==> config.mk <==
export PLATFORM = sky130hd
export DESIGN_NAME = sad_pe_array_flat
export DESIGN_NICKNAME = d
export VERILOG_FILES = /design/src/rtl/sad_pkg.sv /design/src/rtl/sad_pe_array_if.sv /design/src/rtl/sad_pe.sv /design/src/rtl/sad_pe_array.sv /design/src/flat_wrapper.sv
export SDC_FILE = /design/constraint.sdc
export NUM_CORES = 2
export LEC_CHECK = 0
export CAP_MARGIN = 10
export CORE_UTILIZATION = 50
export CTS_BUF_LIST = sky130_fd_sc_hd__clkbuf_8
export DETAILED_ROUTE_END_ITERATION = 12
export PLACE_DENSITY = 0.69
export SYNTH_ARGS = -nofsm -noshare
export SYNTH_HDL_FRONTEND = slang
export SYNTH_SLANG_ARGS = --single-unit
==> constraint.sdc <==
create_clock -name clock -period 22.5 [get_ports clock]
set_input_delay 4.5 -clock clock [delete_from_list [all_inputs] [get_ports clock]]
set_output_delay 4.5 -clock clock [all_outputs]
set_load 0.005 [all_outputs]
==> src/rtl/sad_pkg.sv <==
// Shared types and helpers for the SAD processing-element array.
// Module parameters override the default widths declared here.
package sad_pkg;

    localparam int PIX_W_DEF  = 8;
    localparam int ACC_W_DEF  = 16;
    localparam int NUM_PE_DEF = 16;
    localparam int BLK_DEF    = 16;

    typedef logic [PIX_W_DEF-1:0] pix_t;
    typedef logic [ACC_W_DEF-1:0] acc_t;

    typedef enum logic [1:0] {
        IDLE  = 2'd0,
        RUN   = 2'd1,
        DRAIN = 2'd2
    } state_e;

    // Unsigned add clamped at 2^width-1; valid for width up to 32.
    function automatic logic [31:0] sat_add(input logic [31:0] a,
                                            input logic [31:0] b,
                                            input int unsigned width);
        logic [32:0] sum;
        logic [32:0] lim;
        sum = {1'b0, a} + {1'b0, b};
        lim = (33'd1 << width) - 33'd1;
        return (sum > lim) ? lim[31:0] : sum[31:0];
    endfunction

endpackage

==> src/rtl/sad_pe_array_if.sv <==
// Beat input stream and result drain stream of the SAD PE array.
interface sad_pe_array_if #(
    parameter int NUM_PE = 16,
    parameter int PIX_W  = 8,
    parameter int ACC_W  = 16,
    parameter int IDX_W  = $clog2(NUM_PE)
) ();

    // Both streams transfer on a cycle where valid && ready is high at the
    // rising clock edge; r_valid may toggle freely, out_valid holds its
    // payload stable until out_ready accepts it.
    logic               r_valid;
    logic               r_ready;
    logic [PIX_W-1:0]   r_pix;
    logic [PIX_W-1:0]   s1_pix;
    logic [PIX_W-1:0]   s2_pix;
    logic [NUM_PE-1:0]  s_sel;
    logic               out_valid;
    logic               out_ready;
    logic [ACC_W-1:0]   out_dist;
    logic [IDX_W-1:0]   out_idx;

    modport master (
        output r_valid, r_pix, s1_pix, s2_pix, s_sel, out_ready,
        input  r_ready, out_valid, out_dist, out_idx
    );

    modport slave (
        input  r_valid, r_pix, s1_pix, s2_pix, s_sel, out_ready,
        output r_ready, out_valid, out_dist, out_idx
    );

endinterface

==> src/rtl/sad_pe.sv <==
// One systolic PE: R delay stage, search-bus select, |R-S| and a sticky
// saturating accumulator whose final value is parked until drained.
module sad_pe
    import sad_pkg::*;
#(
    parameter int K     = 0,
    parameter int PIX_W = 8,
    parameter int ACC_W = 16,
    parameter int BLK   = 16,
    parameter int CNT_W = 9
) (
    input  logic             clock,
    input  logic             reset,
    input  logic             beat_en,
    input  logic [CNT_W-1:0] cnt,
    input  logic [PIX_W-1:0] r_in,
    output logic [PIX_W-1:0] r_out,
    input  logic [PIX_W-1:0] s1_pix,
    input  logic [PIX_W-1:0] s2_pix,
    input  logic             sel,
    input  logic             clr_pend,
    output logic             pend,
    output logic [ACC_W-1:0] result
);

    localparam int BEATS = BLK * BLK;

    logic [PIX_W-1:0]      r_q, r_d;
    logic [ACC_W-1:0]      acc_q, acc_d;
    logic [ACC_W-1:0]      res_q, res_d;
    logic                  pend_q, pend_d;

    logic [PIX_W-1:0]      s_pix;
    logic signed [PIX_W:0] diff;
    logic [PIX_W-1:0]      d;
    logic [ACC_W-1:0]      sum;
    logic                  active;
    logic                  first;
    logic                  last;

    always_comb begin
        s_pix  = sel ? s1_pix : s2_pix;
        // One extra bit keeps the difference exact for any pixel pair.
        diff   = $signed({1'b0, r_in}) - $signed({1'b0, s_pix});
        d      = diff[PIX_W] ? PIX_W'(-diff) : PIX_W'(diff);
        active = (int'(cnt) >= K) && (int'(cnt) < K + BEATS);
        first  = (int'(cnt) == K);
        last   = (int'(cnt) == K + BEATS - 1);
        sum    = first ? ACC_W'(d)
                       : ACC_W'(sat_add(32'(acc_q), 32'(d), ACC_W));

        r_d    = r_q;
        acc_d  = acc_q;
        res_d  = res_q;
        pend_d = pend_q & ~clr_pend;
        if (beat_en) begin
            r_d = r_in;
            if (active) begin
                acc_d = sum;
                if (last) begin
                    res_d  = sum;
                    pend_d = 1'b1;
                end
            end
        end
    end

    always_ff @(posedge clock or posedge reset) begin
        if (reset) begin
            r_q    <= '0;
            acc_q  <= '0;
            res_q  <= '0;
            pend_q <= 1'b0;
        end else begin
            r_q    <= r_d;
            acc_q  <= acc_d;
            res_q  <= res_d;
            pend_q <= pend_d;
        end
    end

    assign r_out  = r_q;
    assign pend   = pend_q;
    assign result = res_q;

endmodule

==> src/rtl/sad_pe_array.sv <==
// NUM_PE systolic SAD engines sharing one R pipeline and two search buses,
// with a beat counter, pass FSM and a lowest-index-first result drain.
module sad_pe_array
    import sad_pkg::*;
#(
    parameter int NUM_PE = 16,
    parameter int PIX_W  = 8,
    parameter int ACC_W  = 16,
    parameter int BLK    = 16,
    parameter int IDX_W  = $clog2(NUM_PE)
) (
    input  logic         clock,
    input  logic         reset,
    input  logic         start,
    sad_pe_array_if.slave bus,
    output logic         busy,
    output logic         done,
    output state_e       dbg_state
);

    localparam int BEATS = BLK * BLK;
    localparam int LAST  = BEATS + NUM_PE - 2;
    localparam int CNT_W = $clog2(BEATS + NUM_PE);

    state_e             state_q, state_d;
    logic [CNT_W-1:0]   cnt_q, cnt_d;
    logic               done_q, done_d;

    logic               beat_en;
    logic [PIX_W-1:0]   r_chain [NUM_PE+1];
    logic [NUM_PE-1:0]  pend;
    logic [NUM_PE-1:0]  clr_pend;
    logic [ACC_W-1:0]   result [NUM_PE];

    logic               sel_valid;
    logic [IDX_W-1:0]   sel_idx;
    logic [ACC_W-1:0]   sel_dist;

    assign beat_en    = (state_q == RUN) && bus.r_valid;
    assign r_chain[0] = bus.r_pix;

    // PE k compares against R delayed by k accepted beats via the chain.
    for (genvar k = 0; k < NUM_PE; k++) begin : g_pe
        sad_pe #(
            .K     (k),
            .PIX_W (PIX_W),
            .ACC_W (ACC_W),
            .BLK   (BLK),
            .CNT_W (CNT_W)
        ) u_pe (
            .clock    (clock),
            .reset    (reset),
            .beat_en  (beat_en),
            .cnt      (cnt_q),
            .r_in     (r_chain[k]),
            .r_out    (r_chain[k+1]),
            .s1_pix   (bus.s1_pix),
            .s2_pix   (bus.s2_pix),
            .sel      (bus.s_sel[k]),
            .clr_pend (clr_pend[k]),
            .pend     (pend[k]),
            .result   (result[k])
        );
    end

    // PEs finish in index order, so the lowest pending one cannot change
    // while it waits for out_ready.
    always_comb begin
        sel_valid = 1'b0;
        sel_idx   = '0;
        sel_dist  = '0;
        for (int k = NUM_PE - 1; k >= 0; k--) begin
            if (pend[k]) begin
                sel_valid = 1'b1;
                sel_idx   = IDX_W'(k);
                sel_dist  = result[k];
            end
        end
        clr_pend = (sel_valid && bus.out_ready) ? (NUM_PE'(1) << sel_idx) : '0;
    end

    always_comb begin
        state_d = state_q;
        cnt_d   = cnt_q;
        done_d  = 1'b0;
        unique case (state_q)
            IDLE: begin
                if (start) begin
                    state_d = RUN;
                    cnt_d   = '0;
                end
            end
            RUN: begin
                if (beat_en) begin
                    cnt_d = cnt_q + CNT_W'(1);
                    if (cnt_q == CNT_W'(LAST)) begin
                        state_d = DRAIN;
                    end
                end
            end
            DRAIN: begin
                if (pend == '0) begin
                    state_d = IDLE;
                    done_d  = 1'b1;
                end
            end
            default: state_d = IDLE;
        endcase
    end

    always_ff @(posedge clock or posedge reset) begin
        if (reset) begin
            state_q <= IDLE;
            cnt_q   <= '0;
            done_q  <= 1'b0;
        end else begin
            state_q <= state_d;
            cnt_q   <= cnt_d;
            done_q  <= done_d;
        end
    end

    assign bus.r_ready   = (state_q == RUN);
    assign bus.out_valid = sel_valid;
    assign bus.out_idx   = sel_idx;
    assign bus.out_dist  = sel_dist;
    assign busy          = (state_q != IDLE);
    assign done          = done_q;
    assign dbg_state     = state_q;

endmodule

==> src/flat_wrapper.sv <==
// flat-port wrapper written by rule: the top's interface ports become plain ports
module sad_pe_array_flat import sad_pkg::*;
#(
    parameter int NUM_PE = 16,
    parameter int PIX_W  = 8,
    parameter int ACC_W  = 16,
    parameter int BLK    = 16,
    parameter int IDX_W  = $clog2(NUM_PE)
)
  (clock, reset, start, busy, done, dbg_state, bus_r_valid, bus_r_pix, bus_s1_pix, bus_s2_pix, bus_s_sel, bus_out_ready, bus_r_ready, bus_out_valid, bus_out_dist, bus_out_idx);
  sad_pe_array_if #(.NUM_PE(NUM_PE), .PIX_W(PIX_W), .ACC_W(ACC_W), .IDX_W(IDX_W)) bus_i ();
  input  logic clock;
  input  logic reset;
  input  logic start;
  output logic busy;
  output logic done;
  output state_e dbg_state;
  input wire logic [$bits(bus_i.r_valid)-1:0] bus_r_valid;
  input wire logic [$bits(bus_i.r_pix)-1:0] bus_r_pix;
  input wire logic [$bits(bus_i.s1_pix)-1:0] bus_s1_pix;
  input wire logic [$bits(bus_i.s2_pix)-1:0] bus_s2_pix;
  input wire logic [$bits(bus_i.s_sel)-1:0] bus_s_sel;
  input wire logic [$bits(bus_i.out_ready)-1:0] bus_out_ready;
  output wire logic [$bits(bus_i.r_ready)-1:0] bus_r_ready;
  output wire logic [$bits(bus_i.out_valid)-1:0] bus_out_valid;
  output wire logic [$bits(bus_i.out_dist)-1:0] bus_out_dist;
  output wire logic [$bits(bus_i.out_idx)-1:0] bus_out_idx;
  assign bus_i.r_valid = bus_r_valid;
  assign bus_i.r_pix = bus_r_pix;
  assign bus_i.s1_pix = bus_s1_pix;
  assign bus_i.s2_pix = bus_s2_pix;
  assign bus_i.s_sel = bus_s_sel;
  assign bus_i.out_ready = bus_out_ready;
  assign bus_r_ready = bus_i.r_ready;
  assign bus_out_valid = bus_i.out_valid;
  assign bus_out_dist = bus_i.out_dist;
  assign bus_out_idx = bus_i.out_idx;
  sad_pe_array #(.NUM_PE(NUM_PE), .PIX_W(PIX_W), .ACC_W(ACC_W), .BLK(BLK), .IDX_W(IDX_W)) u_core (.clock(clock), .reset(reset), .start(start), .bus(bus_i), .busy(busy), .done(done), .dbg_state(dbg_state));
endmodule
Word-level counts from Yosys, hierarchy flattened:

Cells that the tools add are included.

* add/sub/neg operators: 49
* $mul: 0
* divide/modulo/power cells: 0
* order comparisons: 47
* equality and inequality tests: 38
* shifts and indexed selects: 1
* mux-type cells: 171
* bitwise logic cells: 32
* reduce and logical (&&, ||, !) cells: 56

Operator list (count)
* $mux W16: 49
* $add A16 B8 Y17: 16
* $gt A17 B16 Y1 const B: 16
* $mux W8: 32
* $eq A9 B9 Y1 const B: 17
* $lt A9 B9 Y1 const B: 16
* $sub A8 B8 Y9: 16
* $neg A8 Y8: 16
* $eq A9 B5 Y1 const B: 8
* $ge A9 B4 Y1 const B: 8
* $mux W1: 66
* $mux W4: 16
* $reduce_and A3 Y1: 17
* $eq A9 B4 Y1 const B: 4
* $ge A9 B3 Y1 const B: 4
* $reduce_and A2 Y1: 16
* $eq A9 B3 Y1 const B: 2
* $ge A9 B2 Y1 const B: 2
* $mux W9: 2
* $pmux W9 S2: 1
* $logic_and A1 B1 Y1: 17
* $and A1 B1 Y1: 16
* $logic_not A16 Y1: 1
* $not A1 Y1: 16
* other kinds (14): 20

* register bits: 660
* latch bits: 0
* memory bits (writable): 0
* ROM bits: 0
* input port bits: 45
* output and inout bits: 26
* logic and storage cells: 460
* memories: 0

Longest topological paths before layout:

* depth in word-level cells: 23
* depth in mapped cells: 22
* depth with buffers taken out: 20

By module:

A second synthesis with hierarchy kept.

* cell total of the unflattened synthesis: 5458
* area, all modules: 48995.7 um2

By module, submodules not included
* sad_pe (u_core.g_pe[2].u_pe): instances 1, cells an instance 326, area each 2999.1 um2, seq. area each 1026.0 um2
* sad_pe (u_core.g_pe[1].u_pe): instances 1, cells an instance 318, area each 2952.8 um2, seq. area each 1026.0 um2
* sad_pe (u_core.g_pe[12].u_pe): instances 1, cells an instance 314, area each 2934.1 um2, seq. area each 1026.0 um2
* sad_pe (u_core.g_pe[7].u_pe): instances 1, cells an instance 323, area each 2934.1 um2, seq. area each 1026.0 um2
* sad_pe (u_core.g_pe[15].u_pe): instances 1, cells an instance 332, area each 2929.1 um2, seq. area each 1026.0 um2
* sad_pe (u_core.g_pe[9].u_pe): instances 1, cells an instance 312, area each 2911.5 um2, seq. area each 1026.0 um2
* sad_pe (u_core.g_pe[14].u_pe): instances 1, cells an instance 317, area each 2901.5 um2, seq. area each 1026.0 um2
* sad_pe (u_core.g_pe[10].u_pe): instances 1, cells an instance 316, area each 2894.0 um2, seq. area each 1026.0 um2
* sad_pe (u_core.g_pe[3].u_pe): instances 1, cells an instance 319, area each 2892.8 um2, seq. area each 1026.0 um2
* sad_pe (u_core.g_pe[6].u_pe): instances 1, cells an instance 309, area each 2865.2 um2, seq. area each 1026.0 um2
* sad_pe (u_core.g_pe[4].u_pe): instances 1, cells an instance 319, area each 2855.2 um2, seq. area each 1026.0 um2
* sad_pe (u_core.g_pe[11].u_pe): instances 1, cells an instance 312, area each 2846.5 um2, seq. area each 1026.0 um2
* sad_pe (u_core.g_pe[0].u_pe): instances 1, cells an instance 324, area each 2844.0 um2, seq. area each 1026.0 um2
* sad_pe (u_core.g_pe[13].u_pe): instances 1, cells an instance 318, area each 2835.2 um2, seq. area each 1026.0 um2
* +3 rows

Worst setup path after synthesis:

No wires, ideal clock.

* kind: input to register
* start point: in bus_s_sel[15]
* end point: reg u_core.g_pe[15].u_pe.acc_q[3]
* setup time: 0.095 ns
* arrival: 8.883 ns
* data required time: 22.405 ns
* path slack: 13.521 ns
* cell stages on the path: 20
* buffers on the path: 1
* path through: clkbuf_1 -> mux2_2 -> ha_1 -> inv_1 -> fa_1 -> a211oi_1 -> o21ai_0 -> a21o_1 -> a21oi_1 -> mux2_2 -> inv_1 -> fa_1 -> nor2b_1 -> o21ai_0 -> a21oi_1 -> nor4_1 -> nor4_1 -> or2_1 -> nor2_1 -> o31ai_1

* longest elaborated chain between the ends: 8

Ends and longest elaborated chain
* start, declared: line flat_wrapper.sv:22 `input wire logic [$bits(bus_i.s_sel)-1:0] bus_s_sel;`
* $mux W8 *: line sad_pe.sv:42 `s_pix = sel ? s1_pix : s2_pix;`
* $sub A8 B8 Y9 *: line sad_pe.sv:44 `diff = $signed({1'b0, r_in}) - $signed({1'b0, s_pix});`
* $neg A8 Y8: line sad_pe.sv:45 `d = diff[PIX_W] ? PIX_W'(-diff) : PIX_W'(diff);`
* $mux W8 *: line sad_pe.sv:45
* $add A16 B8 Y17: line sad_pkg.sv:25 `sum = {1'b0, a} + {1'b0, b};`
* $gt A17 B16 Y1: line sad_pkg.sv:27 `return (sum > lim) ? lim[31:0] : sum[31:0];`
* $mux W16: line sad_pkg.sv:27
* $mux W16 *: line sad_pe.sv:49 `sum = first ? ACC_W'(d)`
* end signal, assigned: line sad_pe.sv:71 `acc_q <= '0;`
* end signal, assigned: line sad_pe.sv:76 `acc_q <= acc_d;`
* end, declared: line sad_pe.sv:29 `logic [ACC_W-1:0] acc_q, acc_d;`

Every way passes the cells marked *; elsewhere a longest branch is shown, timed or not.
A chain may end at the register's enable or synchronous reset.

Worst setup path after layout:

* start point: reg u_core.g_pe[14].u_pe.pend_q
* end point: out bus_out_dist[12]

* longest elaborated chain between the ends: 15

Ends and longest elaborated chain
* start, declared: line sad_pe.sv:31 `logic pend_q, pend_d;`
* start signal, assigned: line sad_pe.sv:78 `pend_q <= pend_d;`
* $mux W16 (15 in series): line sad_pe_array.sv:73 `if (pend[k]) begin`
* end, declared: line flat_wrapper.sv:26 `output wire logic [$bits(bus_i.out_dist)-1:0] bus_out_dist;`

Every way passes these cells.

==> key figures <==
STA
  • Fin Clk Skew: about 0.028 ns
  • Worst Tran Pin Value: approximately 1.2 ns
  • Hold Worst Slack: 0.474 ns
  • FMAX: roughly 100 MHz
  • Final Max Slew Viols: 0
  • RSZ-0062 raised after global routing: no
  • Final setup vio count: 0
  • Worst slew margin: about a fifth
  • Final worst slack: about 13 ns
  • Final hold violations: 0
  • Final worst path period need: roughly 10 ns
  • Total negative setup slack: 0 ns
  • Final worst path period share: a little over two fifths

Yosys
  • Sequential-to-total area share from yosys stat: ~36%
  • Synth Net Count: 6,020
  • Register bit total from synthesis: between 600 and 700
  • Post-synthesis cell area: approximately 46,000 µm²
  • Synthesized area per cell: around 8 µm²
  • Largest area contributor in the netlist: dfrtp_1
  • Dominant cells by area after synthesis: dfrtp_1, ha_1, nand2_1
  • Warnings from Yosys: 0
  • Cell variety after synth: 79
  • Post-synth EDFFs: 0
  • Leading cell type by number of instances after synthesis: nand2_1
  • Predominant post-synthesis flop cell: dfrtp_1
  • Post-synth ARST share: 100%
  • Post-Synthesis Cells: 5,649
  • Synth top area share: between 30% and 40%
  • Top post-synthesis cells by count: nand2_1, dfrtp_1, nor2_1

Global routing
  • Initial antenna violation count: 6
  • First-pass GRT wire length: between 200 and 250 mm
  • GRT overflow: 0
  • Vias in the first global route: roughly 39,000
  • Total track usage: between 30% and 40%
  • Pin count of the biggest net entering global routing: between 150 and 200

CTS
  • CTS tree: done
  • Worst-path clk slew: about 0.060 ns
  • CTS Buf Count: about 120
  • Clock Path Buffers: 3
  • Post-CTS Setup Bufs: 0
  • CTS root buf: clkbuf_8
  • Skew-Pair Late Insertion Delay: 0.77 ns
  • # resized after CTS: 0
  • Sink Count: 660
  • Hold-fix buffers at CTS: 0
  • H-tree depth: 3

Layout
  • Layout cells sized above 1: slightly below 6%
  • Layout area overhead: 9.03%
  • NumNets Final: 5,997

Die
  • Die Span Y: between 300 and 400 µm
  • Die width: slightly above 300 µm
  • I/O Pins: slightly above 70
  • Core area: between 90,000 and 100,000 µm²
  • Die Area: around 93,000 µm²
  • Initial Utilization: between 50% and 60%
  • Cell Rows: between 100 and 150

Routing
  • DR WL/cell: 21.2 µm
  • Final WL: 146 mm
  • Router iterations before antenna repair: 6
  • DRC: 0
  • Total number of vias: between 40,000 and 50,000
  • Final ANT Viol Nets: 0
  • Iter 0 DRT Violations: between 3,000 and 4,000
  • Via density: around 6.1

Worst setup path
  • Worst R2R Start: u_core.g_pe[4].u_pe.r_out[0]$_DFFE_PP0P_
  • Required @ worst endpoint: around 18 ns
  • Critical path type: flip-flop to output pin
  • Worst setup endpoint: bus_out_dist[12]
  • Critical path origin: u_core.g_pe[14].u_pe.pend$_DFF_PP0_
  • CP startpoint kind: flip-flop
  • CP arrival: between 5 and 6 ns
  • Worst setup EP type: output pin
  • R2r endpoint: u_core.g_pe[5].u_pe.acc_q[2]$_DFFE_PP0P_
  • R2R depth: 19
  • CP max FO: 33
  • Flop2flop setup slack: about 17 ns

Power
  • PD cells: around 170 nW/µm²
  • Worst VDD drop: about 0.11 mV
  • Leak Pwr: around 23 nW

Placement
  • Pre-CTS WS: roughly 12 ns
  • GPL Wtd Cong: just under 1
  • DP HPWL: around 110 mm
  • Port bufs: 70

Status
  • Status: finished, final reports clean

Hold path
  • Min-Delay Path Class: flip-flop to flip-flop

Job
  • Max-cap viol count: 0
kinds of logic after synthesis:
logic type / after synthesis / share of synthesized area (%)
buffers and inverters: 465 / 3.85
flip-flops: 660 / 35.8
XOR/XNOR: 287 / 5.45
AO/OA/AOI/OAI: 1602 / 21.4
AND/OR/NAND/NOR: 2119 / 19.9
multiplexers: 190 / 4.24
adder cells (fa/ha/maj): 326 / 9.37
metal layers:
metal | up-vias | share of wire, % | global-route usage [%]
li1 | 19900 | - | -
met1 | 20400 | 43 | 41.9
met2 | 1566 | 44 | 47.8
met3 | 399 | 7.5 | 5.48
met4 | 2 | 5.4 | 15.2
met5 | - | 0.015 | 0
cell type report:
cell class	instances	area, µm²
tap	1186	1480
timing repair buffer	119	1080
sequential	660	16500
clock buffer	161	2220
fill	8526	41200
clock inverter	55	363
multi-input combinational	4524	27800
antenna	5	12.5
inverter	204	769
worst max-delay path: stages, from the launching register on:
cell,delay [ns]
dfrtp_1,0.73
nor2b_1,0.54
a221oi_1,0.28
o31ai_1,0.61
mux2i_1,0.22
o21ai_0,0.62
a2111oi_0,0.23
nor3_1,0.62
clkdlybuf4s50_1,0.62
registers in the layout, indices dropped and copies added (netlist names):
signal,count
u_core.dbg_state,2
u_core.g_pe.u_pe.acc_q,256
u_core.g_pe.u_pe.result,256
u_core.done,1
u_core.g_pe.u_pe.pend,16
u_core.g_pe.u_pe.r_out,120
u_core.cnt_q,9
layout by cell type, fill, tap and decap left out, types with 20 or more instances in the layout:
cell             netlist  layout
fa_1                  32      32
or3_1                 26      26
clkinv_2               0      20
nor2b_1               75      75
nand3_1              145     145
or2_2                 27      27
nor2_1               574     574
o211ai_1              42      42
o31ai_1              111     111
xnor2_1              208     208
buf_4                  1      46
and2_1                25      24
and3_1                64      64
a31oi_1              105     105
o21a_1                75      75
dfrtp_1              660     660
a21o_1                77      77
clkdlybuf4s50_1        0      67
o22ai_1               41      41
nand2b_1              48      48
ha_1                 294     294
clkbuf_8               0     161
mux2_2                41      41
inv_1                201     230
xor2_1                79      79
nor3_1                87      87
mux2i_1              149     149
o21ai_0              539     539
a21oi_1              360     360
a211oi_1              41      41
a221o_1               21      21
nand2_1              975     974
how the worst min path moves through the flow:
stage	cells after the start	startpoint	slack, ns	end
after floorplan	2	u_core.g_pe[1].u_pe.result[9]$_DFFE_PP0P_	0.44	u_core.g_pe[1].u_pe.result[9]$_DFFE_PP0P_
after global placement	2	u_core.g_pe[13].u_pe.result[10]$_DFFE_PP0P_	0.45	u_core.g_pe[13].u_pe.result[10]$_DFFE_PP0P_
after detailed placement	2	u_core.g_pe[13].u_pe.result[10]$_DFFE_PP0P_	0.46	u_core.g_pe[13].u_pe.result[10]$_DFFE_PP0P_
after CTS	2	u_core.g_pe[13].u_pe.result[10]$_DFFE_PP0P_	0.47	u_core.g_pe[13].u_pe.result[10]$_DFFE_PP0P_
after global routing	1	u_core.g_pe[7].u_pe.result[6]$_DFFE_PP0P_	0.49	u_core.g_pe[7].u_pe.result[6]$_DFFE_PP0P_
final	2	u_core.g_pe[13].u_pe.result[10]$_DFFE_PP0P_	0.47	u_core.g_pe[13].u_pe.result[10]$_DFFE_PP0P_
report_power, final:
| part | internal, mW | switching, mW |
|---|---|---|
| logic | 2.25 | 3.41 |
| registers | 1.42 | 0.257 |
| clock network | 0.689 | 0.545 |
through the flow:
step | cell area, µm² | instances | util, % | power [mW]
4_1_cts | 50300 | 6908 | 54.9 | 8.50
3_3_place_gp | 47700 | 6692 | 52.1 | 7.12
2_1_floorplan | 46100 | 5649 | - | 5.90
3_5_place_dp | 47700 | 6692 | 52.1 | 7.23
6_report | 50300 | 6914 | 54.9 | 8.57
5_1_grt | 50300 | 6913 | 54.9 | 9.29
No activity file was read; power rests on OpenSTA's default activity.
